==> src/rtl/bcd_sched_pkg.sv <==
// bcd_sched_pkg: shared state encoding and constants for the BCD converter scheduler.
package bcd_sched_pkg;

    typedef enum logic [2:0] {
        IDLE,
        LOAD,
        WAIT_ACK,
        WAIT_DONE,
        ABORT,
        NEXT
    } state_e;

    localparam int DIGITS_W        = 16;
    localparam int DEFAULT_TIMEOUT = 64;

endpackage

==> src/rtl/next_channel_finder.sv <==
// next_channel_finder: picks the lowest enabled channel above ch_i, or the lowest overall when start_i is set.
module next_channel_finder #(
    parameter int NUM_CH = 4,
    parameter int CH_W   = 2
) (
    input  logic [NUM_CH-1:0] en_i,
    input  logic [CH_W-1:0]   ch_i,
    input  logic              start_i,
    output logic [CH_W-1:0]   next_o,
    output logic              found_o
);

    always_comb begin
        next_o  = '0;
        found_o = 1'b0;
        for (int i = NUM_CH - 1; i >= 0; i--) begin
            if (en_i[i] && (start_i || i > int'(ch_i))) begin
                next_o  = CH_W'(i);
                found_o = 1'b1;
            end
        end
    end

endmodule

==> src/rtl/bcd_scheduler.sv <==
// bcd_scheduler: once per frame, converts every enabled channel's binary value through one
// shared bcd converter and holds the per-channel BCD results for the renderer.
module bcd_scheduler
    import bcd_sched_pkg::*;
#(
    parameter int NUM_CH  = 4,
    parameter int NUM_W   = 16,
    parameter int TIMEOUT = DEFAULT_TIMEOUT
) (
    input  logic                         clk,
    input  logic                         reset,
    input  logic                         vsync,
    input  logic [NUM_CH-1:0]            ch_enable,
    input  logic [NUM_CH*NUM_W-1:0]      numbers,
    output logic                         bcd_load,
    output logic [NUM_W-1:0]             bcd_number,
    input  logic                         bcd_ready,
    input  logic [DIGITS_W-1:0]          bcd_digits,
    output logic [NUM_CH*DIGITS_W-1:0]   digits_out,
    output logic [NUM_CH-1:0]            digits_valid,
    output logic                         busy,
    output logic                         done,
    output logic                         overrun,
    output logic [NUM_CH-1:0]            timeout_err
);

    localparam int CH_W = NUM_CH > 1 ? $clog2(NUM_CH) : 1;
    localparam int TW   = TIMEOUT > 1 ? $clog2(TIMEOUT) : 1;
    localparam logic [TW-1:0] TMAX = TW'(TIMEOUT - 1);

    state_e                       state_q, state_d;
    logic                         vsync_q;
    logic [NUM_CH-1:0]            en_q, en_d;
    logic [NUM_CH*NUM_W-1:0]      snap_q, snap_d;
    logic [CH_W-1:0]              ch_q, ch_d;
    logic [TW-1:0]                timer_q, timer_d;
    logic [NUM_W-1:0]             num_q, num_d;
    logic [NUM_CH*DIGITS_W-1:0]   dig_q, dig_d;
    logic [NUM_CH-1:0]            val_q, val_d;
    logic [NUM_CH-1:0]            terr_q, terr_d;
    logic                         busy_q, done_q, done_d, ovr_q, ovr_d;
    logic                         frame_start, found;
    logic [CH_W-1:0]              nxt;
    logic [NUM_CH*NUM_W-1:0]      src;

    assign frame_start = vsync_q & ~vsync;
    // In IDLE the live inputs are searched so the first LOAD can follow the edge directly.
    assign src = state_q == IDLE ? numbers : snap_q;

    next_channel_finder #(.NUM_CH(NUM_CH), .CH_W(CH_W)) u_finder (
        .en_i    (state_q == IDLE ? ch_enable : en_q),
        .ch_i    (ch_q),
        .start_i (state_q == IDLE),
        .next_o  (nxt),
        .found_o (found)
    );

    always_comb begin
        state_d = state_q;
        en_d    = en_q;
        snap_d  = snap_q;
        ch_d    = ch_q;
        timer_d = timer_q;
        num_d   = num_q;
        dig_d   = dig_q;
        val_d   = val_q;
        terr_d  = terr_q;
        done_d  = 1'b0;
        ovr_d   = frame_start && state_q != IDLE;
        case (state_q)
            IDLE: if (frame_start) begin
                snap_d = numbers;
                en_d   = ch_enable;
                if (found) begin
                    ch_d    = nxt;
                    num_d   = src[nxt*NUM_W +: NUM_W];
                    state_d = LOAD;
                end else begin
                    done_d = 1'b1;
                end
            end
            LOAD: begin
                timer_d = '0;
                state_d = WAIT_ACK;
            end
            WAIT_ACK: if (!bcd_ready) begin
                timer_d = '0;
                state_d = WAIT_DONE;
            end else if (timer_q == TMAX) begin
                state_d = ABORT;
            end else begin
                timer_d = timer_q + TW'(1);
            end
            WAIT_DONE: if (bcd_ready) begin
                dig_d[ch_q*DIGITS_W +: DIGITS_W] = bcd_digits;
                val_d[ch_q] = 1'b1;
                state_d     = NEXT;
            end else if (timer_q == TMAX) begin
                state_d = ABORT;
            end else begin
                timer_d = timer_q + TW'(1);
            end
            ABORT: begin
                val_d[ch_q]  = 1'b0;
                terr_d[ch_q] = 1'b1;
                state_d      = NEXT;
            end
            NEXT: if (found) begin
                ch_d    = nxt;
                num_d   = src[nxt*NUM_W +: NUM_W];
                state_d = LOAD;
            end else begin
                done_d  = 1'b1;
                state_d = IDLE;
            end
            default: state_d = IDLE;
        endcase
    end

    always_ff @(posedge clk) begin
        if (reset) begin
            state_q <= IDLE;
            vsync_q <= 1'b0;
            en_q    <= '0;
            snap_q  <= '0;
            ch_q    <= '0;
            timer_q <= '0;
            num_q   <= '0;
            dig_q   <= '0;
            val_q   <= '0;
            terr_q  <= '0;
            busy_q  <= 1'b0;
            done_q  <= 1'b0;
            ovr_q   <= 1'b0;
        end else begin
            state_q <= state_d;
            vsync_q <= vsync;
            en_q    <= en_d;
            snap_q  <= snap_d;
            ch_q    <= ch_d;
            timer_q <= timer_d;
            num_q   <= num_d;
            dig_q   <= dig_d;
            val_q   <= val_d;
            terr_q  <= terr_d;
            busy_q  <= state_d != IDLE;
            done_q  <= done_d;
            ovr_q   <= ovr_d;
        end
    end

    assign bcd_load     = state_q == LOAD;
    assign bcd_number   = num_q;
    assign digits_out   = dig_q;
    assign digits_valid = val_q;
    assign timeout_err  = terr_q;
    assign busy         = busy_q;
    assign done         = done_q;
    assign overrun      = ovr_q;

endmodule

==> config.mk <==
export PLATFORM = sky130hd
export DESIGN_NAME = bcd_scheduler
export DESIGN_NICKNAME = d
export VERILOG_FILES = /design/src/rtl/bcd_sched_pkg.sv /design/src/rtl/next_channel_finder.sv /design/src/rtl/bcd_scheduler.sv
export SDC_FILE = /design/constraint.sdc
export NUM_CORES = 1
export LEC_CHECK = 0
export ABC_AREA = 1
export CORE_MARGIN = 2
export CORE_UTILIZATION = 29
export CTS_BUF_LIST = sky130_fd_sc_hd__clkbuf_16
export CTS_CLUSTER_SIZE = 40
export DETAILED_ROUTE_END_ITERATION = 8
export GPL_ROUTABILITY_DRIVEN = 0
export PLACE_DENSITY = 0.56
export SYNTH_ARGS = -nofsm -noshare
export SYNTH_HDL_FRONTEND = slang
export SYNTH_SLANG_ARGS = --single-unit
==> constraint.sdc <==
create_clock -name clk -period 2.4 [get_ports clk]
set_input_delay 0.6 -clock clk [delete_from_list [all_inputs] [get_ports clk]]
set_output_delay 0.6 -clock clk [all_outputs]
set_load 0.01 [all_outputs]
==> results of run 1 <==
==> synth_stat cells, types with 2 or more instances <==
library cell,count,area share
a211oi_1,33,0.033
a21oi_1,111,0.075
buf_1,7,0.0035
buf_2,11,0.0074
buf_4,2,0.0020
clkbuf_1,51,0.026
dfxtp_1,162,0.44
ha_1,8,0.013
inv_1,97,0.049
inv_2,7,0.0035
mux2i_1,4,0.0054
nand2_1,201,0.10
nand2_2,4,0.0034
nand2_4,3,0.0045
nand3_1,48,0.032
nand4_1,38,0.032
nor2_1,110,0.055
nor2_2,4,0.0034
nor2_4,2,0.0030
nor3_1,5,0.0034
nor4_1,4,0.0034
o211ai_1,9,0.0091
o21ai_0,73,0.049
o21ai_1,7,0.0047
or2_2,15,0.013
or3_1,16,0.013
or4_1,6,0.0060
xor2_1,3,0.0035
==> metrics by stage <==
stage | cells | total power, mW | utilization | hold slack [ns]
after global routing | 1554 | 9.35 | 0.409 | 0.467
final | 1554 | 8.77 | 0.409 | 0.448
after CTS | 1554 | 8.85 | 0.409 | 0.451
after detailed placement | 1522 | 6.02 | 0.385 | 0.442
after global placement | 1522 | 6.02 | 0.385 | 0.438
after floorplan | 1046 | 5.01 | - | 0.440
==> final cells by class <==
cell class	count	area, um2	area share
repair buffers	218	2130	0.207
inverters	105	397	0.0385
flip-flops and latches	162	3240	0.315
clock inverters	15	180	0.0175
well taps	330	413	0.0401
clock buffers	17	425	0.0413
multi-input cells	707	3510	0.341
==> cell families after synthesis <==
| group | after synthesis | share of synthesized area |
|---|---|---|
| muxes | 4 | 0.00537 |
| buffers and inverters | 177 | 0.0934 |
| DFF | 162 | 0.435 |
| xor gates and xnor gates | 3 | 0.00353 |
| and+or+nand+nor | 458 | 0.277 |
| AOI/OAI and AO/OA | 234 | 0.172 |
| adders and majority gates | 8 | 0.0134 |
==> where the power goes <==
group          total [mW]  switching, mW  internal [mW]
clock                2.81           1.31           1.50
combinational        2.97           1.88           1.09
sequential           2.99          0.110           2.88
==> registers in the layout, indices dropped and copies added (netlist names), named ones only <==
| name | count |
|---|---|
| state_q | 3 |
| snap_q | 56 |
| digits_out | 64 |
| ch_q | 2 |
| bcd_number | 16 |
| timeout_err | 4 |
| done | 1 |
| overrun | 1 |
| timer_q | 6 |
| busy | 1 |
| vsync_q | 1 |
| en_q | 3 |
==> per-layer routing <==
layer  wire length, um  vias to the layer above
met5                 0                        -
met4               464                        0
met3              1270                       28
met2             10800                      195
met1             11400                     3387
li1                  -                     3791
==> worst reg2reg max path, delay by kind of cell, from the launching register on <==
kind | cells | cell delay [ns]
buffers and inverters | 3 | 0.55
and+or+nand+nor | 2 | 0.46
adders and majority gates | 1 | 0.39
AOI/OAI and AO/OA | 1 | 0.12
DFF | 1 | 0.40
==> how the worst max path moves through the flow <==
stage                     slack, ns  cells after the start        endpoint        from
after CTS                      0.03                      3        bcd_load  state_q[0]
after detailed placement       0.07                     12   bcd_number[5]       vsync
final                          0.18                      3        bcd_load  state_q[0]
after floorplan                0.46                      7  digits_out[38]     ch_q[0]
after global placement         0.14                      6  digits_out[27]   bcd_ready
after global routing           0.07                      3        bcd_load  state_q[0]
==> results.txt, run 1 <==
----------------------------------------------------
[Outcome]
  Outcome ... complete, no violations

[Timing]
  Rel. slew slack ... 0.554
  Clk_skew ... 0.0127 ns
  Post-layout minimum cycle time ... 2.22 ns
  Upper clock frequency limit ... 451 MHz
  Final Worst Setup Slack ... 0.182 ns
  Final count of hold timing violations ... 0
  Setup repair after global routing missed its margin ... false
  Share of the clock period used by the worst path after layout ... 0.924
  Pin slew with the least headroom to its limit ... 0.669 ns
  Final number of setup-violating endpoints ... 0
  Final setup TNS ... 0 ns
  Fin. max-slew vios ... 0

[Setup path]
  Critical Path Slowest Stage Cell ... clkdlybuf4s50_1
  Endpoint type of the worst setup path ... output port
  Setup CP Type ... flop to output port
  Setup slack of the most critical reg-to-reg path ... 0.41 ns
  Critical Path AT ... 1.62 ns
  Category of cells accounting for the largest share of critical-path delay ... buffers and inverters
  Worst r2r path cells ... 7
  Crit path launch type ... flop
  Ordered list of cells on the worst path ... nand2_1, nor2_2, clkdlybuf4s50_1
  Worst r2r src ... ch_q[1]
  CP max stage delay ... 0.57 ns
  Max FO, Critical Path ... 6
  Combined buffer and inverter count along the critical path ... 1
  Crit path required time ... 1.80 ns
  R2r endpoint ... digits_out[2]

[Global routing]
  GR Layer Usage met2 ... 0.275
  Global-route wire length before repair ... 36900 um
  All-Layer GR Usage ... 0.176
  Global routing usage on met1 ... 0.244
  Peak-usage layer in the global routing report ... met2
  Antenna violations before repair ... 0
  Largest net degree at the start of global routing ... 125
  Vias in the first global route ... 6805
  Met3 Use GR ... 0.0318
  Total grt overflow ... 0

[Logic synthesis]
  Number of warnings issued by yosys ... 0
  Part of the Yosys area used for sequential elements ... 0.435
  Total of flip-flops plus latches after synthesis ... 162
  Cell count after synthesis ... 1046
  Number of synthesized flops with an enable pin ... 0
  Flip-flop cell with the highest count after synthesis ... dfxtp_1
  Share of synthesized registers carrying an async set or reset ... 0
  Syn_area_per_cell ... 7.12 um2
  Syn Nets ... 1142
  Syn Std Cell Area ... 7450 um2
  Number of distinct library cell variants in the gate-level netlist after synthesis ... 33

[Drt]
  Mean number of vias per cell ... 4.76
  Via Count ... 7401
  Number of DRC violations after detailed routing ... 0
  Drt pass-1 iters ... 9
  Iteration-0 DRC count of the detailed router ... 671
  Routed WL per cell ... 15.4 um
  Total Wirelength ... 23900 um
  Antenna-violating nets left ... 0

[Clock tree]
  Number of buffers on the longest clock path ... 2
  Number of CTS-inserted buffers ... 17
  Quantity of hold-fixing buffers added after cts ... 0
  Number of sinks on the clock net ... 162
  Worst skew pair latency ... 0.43 ns
  Worst-path clk slew ... 0.07 ns
  Post-CTS setup buffers ... 0
  Clock tree from TritonCTS ... done
  H-Tree Depth ... 4
  Clock Root Buffer ... clkbuf_16
  Count of instances resized after the clock tree is built ... 0

[Cells and area]
  Fraction of layout instances using a drive strength above 1 ... 0.0915
  Number of antenna cells inserted ... 0
  Commonest cells after routing, fill and taps aside ... nand2_1 (201), clkdlybuf4s50_1 (178), dfxtp_1 (161)
  Post-synthesis to final-layout area growth ... 38.3%
  Number of nets in the layout ... 1307
  Final instance area ... 10300 um2
  Fillers ... 2611
  Most common cell after layout, fill and taps aside ... nand2_1

[Die]
  Die Outline Area ... 27000 um2
  CORE AREA ... 25200 um2
  Placement Rows ... 58
  DIE WIDTH ... 164 um
  Die extent in y ... 164 um
  Number of placed I/O pins ... 180
  Starting density of the core ... 0.296

[Place]
  Worst setup slack before clock tree synthesis ... 0.0739 ns
  Hpwl dp ... 16900 um
  Count of port buffers added during placement ... 179
  Placed Area ... 9700 um2

[Pwr]
  Largest voltage drop on the vdd net ... 353 uV
  Pleak ... 3.98 nW
  Pwr/cell area ... 851 nW/um2

[Run]
  Max-cap violations ... 0

[Worst hold path]
  Worst Hold Class ... flop to flop
  Cell depth of the worst hold path ... 2

----------------------------------------------------
No activity file was read; power rests on OpenSTA's default activity.
==> inputs of run 2 (changes only) <==
==> constraint.sdc (replaced) <==
create_clock -name clk -period 2.4 [get_ports clk]
set_input_delay 0.72 -clock clk [delete_from_list [all_inputs] [get_ports clk]]
set_output_delay 0.72 -clock clk [all_outputs]
set_load 0.01 [all_outputs]
==> results.txt, run 2 (synthesis results as in run 1) <==
----------------------------------------------------
[Cells and area]
  Number of antenna cells inserted ... 0 (unchanged)
  Number of nets in the layout ... 1311 (+0.31%)
  Fraction of layout instances using a drive strength above 1 ... 0.0936 (+0.00214)
  Commonest cells after routing, fill and taps aside ... nand2_1 (201), clkdlybuf4s50_1 (177), dfxtp_1 (161)
  Most common cell after layout, fill and taps aside ... nand2_1
  Final core occ ... 0.412 (+0.00303)
  Number of flip-flops under the largest register name ... 64 (unchanged)
  Post-synthesis to final-layout area growth ... 39.3%
  Fillers ... 2592 (-0.73%)
  Post-route insts no fill ... 1558 (+0.26%)

[Place]
  Placed cells ... 1526 (+0.26%)
  Worst setup slack before clock tree synthesis ... -0.0185 ns (-0.0924 ns)
  Count of port buffers added during placement ... 179 (unchanged)
  Hpwl dp ... 16900 um (+0.32%)

[Clock tree]
  Worst-path clk slew ... 0.07 ns (about the same)
  H-Tree Depth ... 4 (unchanged)
  Number of buffers on the longest clock path ... 2 (unchanged)
  Clock Root Buffer ... clkbuf_16
  Number of CTS-inserted buffers ... 17 (unchanged)
  Count of instances resized after the clock tree is built ... 2 (+2)
  Post-CTS setup buffers ... 0 (unchanged)
  Quantity of hold-fixing buffers added after cts ... 0 (unchanged)
  Worst skew pair latency ... 0.43 ns (about the same)
  Number of sinks on the clock net ... 162 (unchanged)
  Clock tree from TritonCTS ... done

[Die]
  DIE WIDTH ... 164 um (unchanged)
  CORE AREA ... 25200 um2 (unchanged)
  Die extent in y ... 164 um (unchanged)
  Starting density of the core ... 0.296 (unchanged)
  Die Outline Area ... 27000 um2 (unchanged)
  Placement Rows ... 58 (unchanged)
  Number of placed I/O pins ... 180 (unchanged)

[Timing]
  Fin. max-slew vios ... 0 (unchanged)
  Clk_skew ... 0.0128 ns (+0.000176 ns)
  Post-layout minimum cycle time ... 2.14 ns (-0.0803 ns)
  Share of the clock period used by the worst path after layout ... 0.891 (-0.0335)
  Final number of setup-violating endpoints ... 0 (unchanged)
  Rel. slew slack ... 0.574 (+0.0203)
  Final setup TNS ... 0 ns (unchanged)
  Final count of hold timing violations ... 0 (unchanged)
  Pin slew with the least headroom to its limit ... 0.639 ns (-0.0305 ns)
  Upper clock frequency limit ... 468 MHz (+3.8%)
  Final Worst Setup Slack ... 0.262 ns (+0.0803 ns)
  Setup repair after global routing missed its margin ... false

[Setup path]
  Max FO, Critical Path ... 6 (unchanged)
  Crit path required time ... 1.68 ns (-0.12 ns)
  Crit path launch type ... flop
  Critical Path AT ... 1.42 ns (-0.20 ns)
  Setup CP Type ... flop to output port
  Endpoint type of the worst setup path ... output port

[Drt]
  Total Wirelength ... 23800 um (-0.30%)
  Antenna-violating nets left ... 0 (unchanged)
  Via Count ... 7355 (-0.62%)
  Number of DRC violations after detailed routing ... 0 (unchanged)
  Mean number of vias per cell ... 4.72 (-0.88%)
  Drt pass-1 iters ... 7 (-2)
  Routed WL per cell ... 15.3 um (-0.56%)
  Iteration-0 DRC count of the detailed router ... 535 (-20%)

[Outcome]
  Outcome ... complete, no violations

[Pwr]
  Share of power burned in the clock network ... 0.316 (-0.005)
  Switch Pwr ... 3.31 mW (+0.27%)
  Internal Dissipation ... 5.54 mW (+1.3%)
  Largest voltage drop on the vdd net ... 482 uV (+37%)
  Switching portion of total power ... 0.374 (-0.00233)
  Pleak ... 4.02 nW (+0.88%)
  Part of the power in combinational logic ... 0.346 (+0.008)
  Post-route total power ... 8.85 mW (+0.89%)
  Pwr/cell area ... 853 nW/um2 (+0.15%)
  Power share of the sequential group ... 0.337 (-0.004)

[Global routing]
  Largest net degree at the start of global routing ... 125 (unchanged)
  Global-route wire length before repair ... 36800 um (-0.30%)
  Antenna violations before repair ... 0 (unchanged)
  Vias in the first global route ... 6707 (-1.4%)
  All-Layer GR Usage ... 0.176 (about the same)
  Total grt overflow ... 0 (unchanged)

[Worst hold path]
  Worst Hold Class ... flop to flop

[Run]
  Max-cap violations ... 0 (unchanged)

----------------------------------------------------
## run 2: worst max-delay path: stages, from the launching register on
cell and delay, ns:
dfxtp_2 0.38, nand2_1 0.09, nor2_1 0.20, dlygate4sd2_1 0.31
## run 2: layout make-up
cell class | count | area [um2] | share of cell area
Multi-Input combinational cell | 707 | 3510 | 0.338
Sequential cell | 162 | 3240 | 0.312
Timing Repair Buffer | 222 | 2200 | 0.212
Clock buffer | 17 | 425 | 0.0410
Tap cell | 330 | 413 | 0.0398
Inverter | 105 | 397 | 0.0382
Clock inverter | 15 | 193 | 0.0186
## run 2: worst paths after layout
kind | from | end | slack [ns] | depth (start not counted)
min | flop | flop | 0.45 | 2
max reg2reg | ch_q[1] | digits_out[12] | 0.37 | 7
max | state_q[0] | bcd_load | 0.26 | 3
min reg2reg | flop | flop | 0.45 | 2
## run 2: through the flow
step	hold slack, ns	area (um2)
5_1_grt	0.468	10400
3_3_place_gp	0.438	9760
3_5_place_dp	0.444	9760
2_1_floorplan	0.440	7450
6_report	0.448	10400
4_1_cts	0.455	10400
## run 2: routing by layer
| metal | vias up | GRT usage | part of all wire |
|---|---|---|---|
| li1 | 3796 | - | - |
| met1 | 3329 | 0.243 | 0.47 |
| met2 | 201 | 0.276 | 0.45 |
| met3 | 29 | 0.0336 | 0.057 |
| met4 | 0 | 0.0598 | 0.022 |
| met5 | - | 0 | 0 |
## run 2: power by group through the flow
stage	clock (mW)	combinational [mW]	sequential [mW]
6_report	2.80	3.06	2.99
5_1_grt	2.97	3.44	3.01
4_1_cts	2.86	3.08	2.99
3_5_place_dp	0	3.06	3.05
3_3_place_gp	0	3.05	3.05
2_1_floorplan	0	1.97	3.04
==> inputs of run 3 (changes only) <==
--- a/config.mk
+++ b/config.mk
@@ -6,7 +6,6 @@
 export NUM_CORES = 1
 export LEC_CHECK = 0
 export ABC_AREA = 1
-export CORE_MARGIN = 2
 export CORE_UTILIZATION = 29
 export CTS_BUF_LIST = sky130_fd_sc_hd__clkbuf_16
 export CTS_CLUSTER_SIZE = 40
==> results.txt, run 3 (synthesis results as in run 1) <==
----------------------------------------------------
[Pwr]
  Post-route total power ... 8.80 mW (-0.53%)
  Power share of the sequential group ... 0.339 (+0.002)
  Part of the power in combinational logic ... 0.339 (-0.007)
  Switch Pwr ... 3.31 mW (+0.15%)
  Share of power burned in the clock network ... 0.321 (+0.005)
  Switching portion of total power ... 0.376 (+0.00254)
  Internal Dissipation ... 5.49 mW (-0.93%)
  Pleak ... 4.01 nW (-0.21%)
  Largest voltage drop on the vdd net ... 601 uV (+25%)
  Pwr/cell area ... 850 nW/um2 (-0.24%)

[Worst hold path]
  Worst hold start ... timeout_err[0]
  Hold Path End ... timeout_err[0]
  Cell depth of the worst hold path ... 2 (unchanged)
  Worst Hold Class ... flop to flop

[Clock tree]
  H-Tree Depth ... 4 (unchanged)
  Worst-path clk slew ... 0.07 ns (about the same)
  Post-CTS setup buffers ... 0 (unchanged)
  Number of buffers on the longest clock path ... 2 (unchanged)
  Number of CTS-inserted buffers ... 17 (unchanged)
  Quantity of hold-fixing buffers added after cts ... 0 (unchanged)
  Number of sinks on the clock net ... 162 (unchanged)
  Clock Root Buffer ... clkbuf_16
  Worst skew pair latency ... 0.44 ns (about the same)
  Clock tree from TritonCTS ... done

[Setup path]
  R2r endpoint ... digits_out[10]
  Critical Path AT ... 1.39 ns (-0.03 ns)
  Worst r2r path cells ... 6 (-1)
  Max FO, Critical Path ... 3 (-3)
  Crit path launch type ... flop
  Setup slack of the most critical reg-to-reg path ... 0.30 ns (-0.07 ns)
  Setup CP Type ... flop to output port
  Endpoint type of the worst setup path ... output port
  Worst r2r src ... ch_q[1]
  Crit path required time ... 1.68 ns (about the same)

[Global routing]
  Global-route wire length before repair ... 37200 um (+0.97%)
  Largest net degree at the start of global routing ... 81 (-35%)
  Antenna violations before repair ... 2 (+2)
  All-Layer GR Usage ... 0.183 (+0.00612)
  Vias in the first global route ... 6789 (+1.2%)
  Total grt overflow ... 0 (unchanged)

[Place]
  Placed cells ... 1522 (-0.26%)
  Count of port buffers added during placement ... 179 (unchanged)
  Placed Area ... 9730 um2 (-0.31%)
  Worst setup slack before clock tree synthesis ... -0.0715 ns (-0.0531 ns)
  Hpwl dp ... 16700 um (-1.3%)

[Drt]
  Antenna-violating nets left ... 0 (unchanged)
  Drt pass-1 iters ... 5 (-2)
  Total Wirelength ... 24000 um (+0.87%)
  Number of DRC violations after detailed routing ... 0 (unchanged)
  Via Count ... 7432 (+1.0%)
  Routed WL per cell ... 15.4 um (+1.0%)
  Mean number of vias per cell ... 4.78 (+1.2%)
  Iteration-0 DRC count of the detailed router ... 467 (-13%)

[Cells and area]
  Final core occ ... 0.411 (-0.00119)
  Post-route insts no fill ... 1556 (-0.13%)
  Final instance area ... 10400 um2 (-0.29%)
  Number of nets in the layout ... 1307 (-0.31%)
  Most common cell after layout, fill and taps aside ... nand2_1
  Combined area of the multi-input logic cells ... 3520 um2 (+0.14%)
  Fillers ... 2565 (-1.0%)
  Fraction of layout instances using a drive strength above 1 ... 0.0915 (-0.00214)
  Total area of sequential cells ... 3240 um2 (unchanged)
  Post-synthesis to final-layout area growth ... 38.9%
  Number of flip-flops under the largest register name ... 64 (unchanged)
  Commonest cells after routing, fill and taps aside ... nand2_1 (201), clkdlybuf4s50_1 (177), dfxtp_1 (161)

[Timing]
  Rel. slew slack ... 0.486 (-0.0882)
  Final number of setup-violating endpoints ... 0 (unchanged)
  Post-layout minimum cycle time ... 2.11 ns (-0.0231 ns)
  Upper clock frequency limit ... 473 MHz (+1.1%)
  Final setup TNS ... 0 ns (unchanged)
  Pin slew with the least headroom to its limit ... 0.771 ns (+0.132 ns)
  Fin. max-slew vios ... 0 (unchanged)
  Worst hold-check slack ... 0.454 ns (+0.00625 ns)
  Share of the clock period used by the worst path after layout ... 0.881 (-0.00964)
  Final count of hold timing violations ... 0 (unchanged)
  Final Worst Setup Slack ... 0.285 ns (+0.0231 ns)
  Setup repair after global routing missed its margin ... false
  Clk_skew ... 0.0121 ns (-0.000716 ns)

[Outcome]
  Outcome ... complete, no violations

[Die]
  DIE WIDTH ... 162 um (-1.2%)
  Die Outline Area ... 26300 um2 (-2.4%)
  Die extent in y ... 162 um (-1.2%)
  CORE AREA ... 25200 um2 (unchanged)
  Number of placed I/O pins ... 180 (unchanged)
  Placement Rows ... 58 (unchanged)
  Starting density of the core ... 0.296 (unchanged)

[Run]
  Max-cap violations ... 0 (unchanged)

----------------------------------------------------
==> run 3: cell types whose count changed in the layout (fill, tap and decap cells not counted) <==
cell        previous run  this run
buf_4                 37        33
clkinv_8               5         2
inv_6                  3         4
nand3_2                0         1
inv_8                  2         6
diode_2                0         2
clkinvlp_4             2         0
nand3_1               48        47
==> run 3: how the worst max path moves through the flow <==
stage	from	to	slack, ns	cells past startpoint
global placement	vsync	bcd_number[15]	-0.006	11
finish	state_q[1]	bcd_load	0.29	4
global route	ch_q[1]	digits_out[3]	0.08	6
floorplan	ch_q[0]	digits_out[38]	0.46	7
detailed placement	vsync	bcd_number[15]	-0.07	11
CTS	ch_q[1]	digits_out[10]	0.11	6
==> run 3: power groups by stage <==
| stage | logic [mW] | clock network, mW | registers, mW |
|---|---|---|---|
| after floorplan | 1.97 | 0 | 3.04 |
| after global placement | 2.98 | 0 | 3.05 |
| after detailed placement | 2.99 | 0 | 3.04 |
| after CTS | 2.99 | 2.89 | 2.99 |
| after global routing | 3.34 | 3.01 | 3.01 |
| final | 2.99 | 2.83 | 2.99 |
==> run 3: critical path: stages, from the launching register on <==
cell           delay [ns]
dfxtp_1              0.33
inv_2                0.07
nand2_1              0.08
nor2_1               0.18
dlygate4sd2_1        0.30
==> run 3: per-layer routing <==
metal | vias up | GRT usage | share of wire
met4 | 0 | 0.0626 | 0.022
met5 | - | 0 | 0
met1 | 3387 | 0.250 | 0.47
met3 | 33 | 0.0414 | 0.058
li1 | 3797 | - | -
met2 | 215 | 0.280 | 0.45
==> run 3: area by class of cell <==
type	instances	area share
Sequential cell	162	0.313
Tap cell	330	0.0399
Antenna cell	2	0.000483
Multi-Input combinational cell	707	0.340
Timing Repair Buffer	218	0.209
Clock inverter	15	0.0176
Inverter	105	0.0383
Clock buffer	17	0.0411
==> run 3: repair_timing <==
item                       4_1_cts  5_1_grt
setup endpoints to repair        1       16
cloned                           0        0
resized for setup                2        1
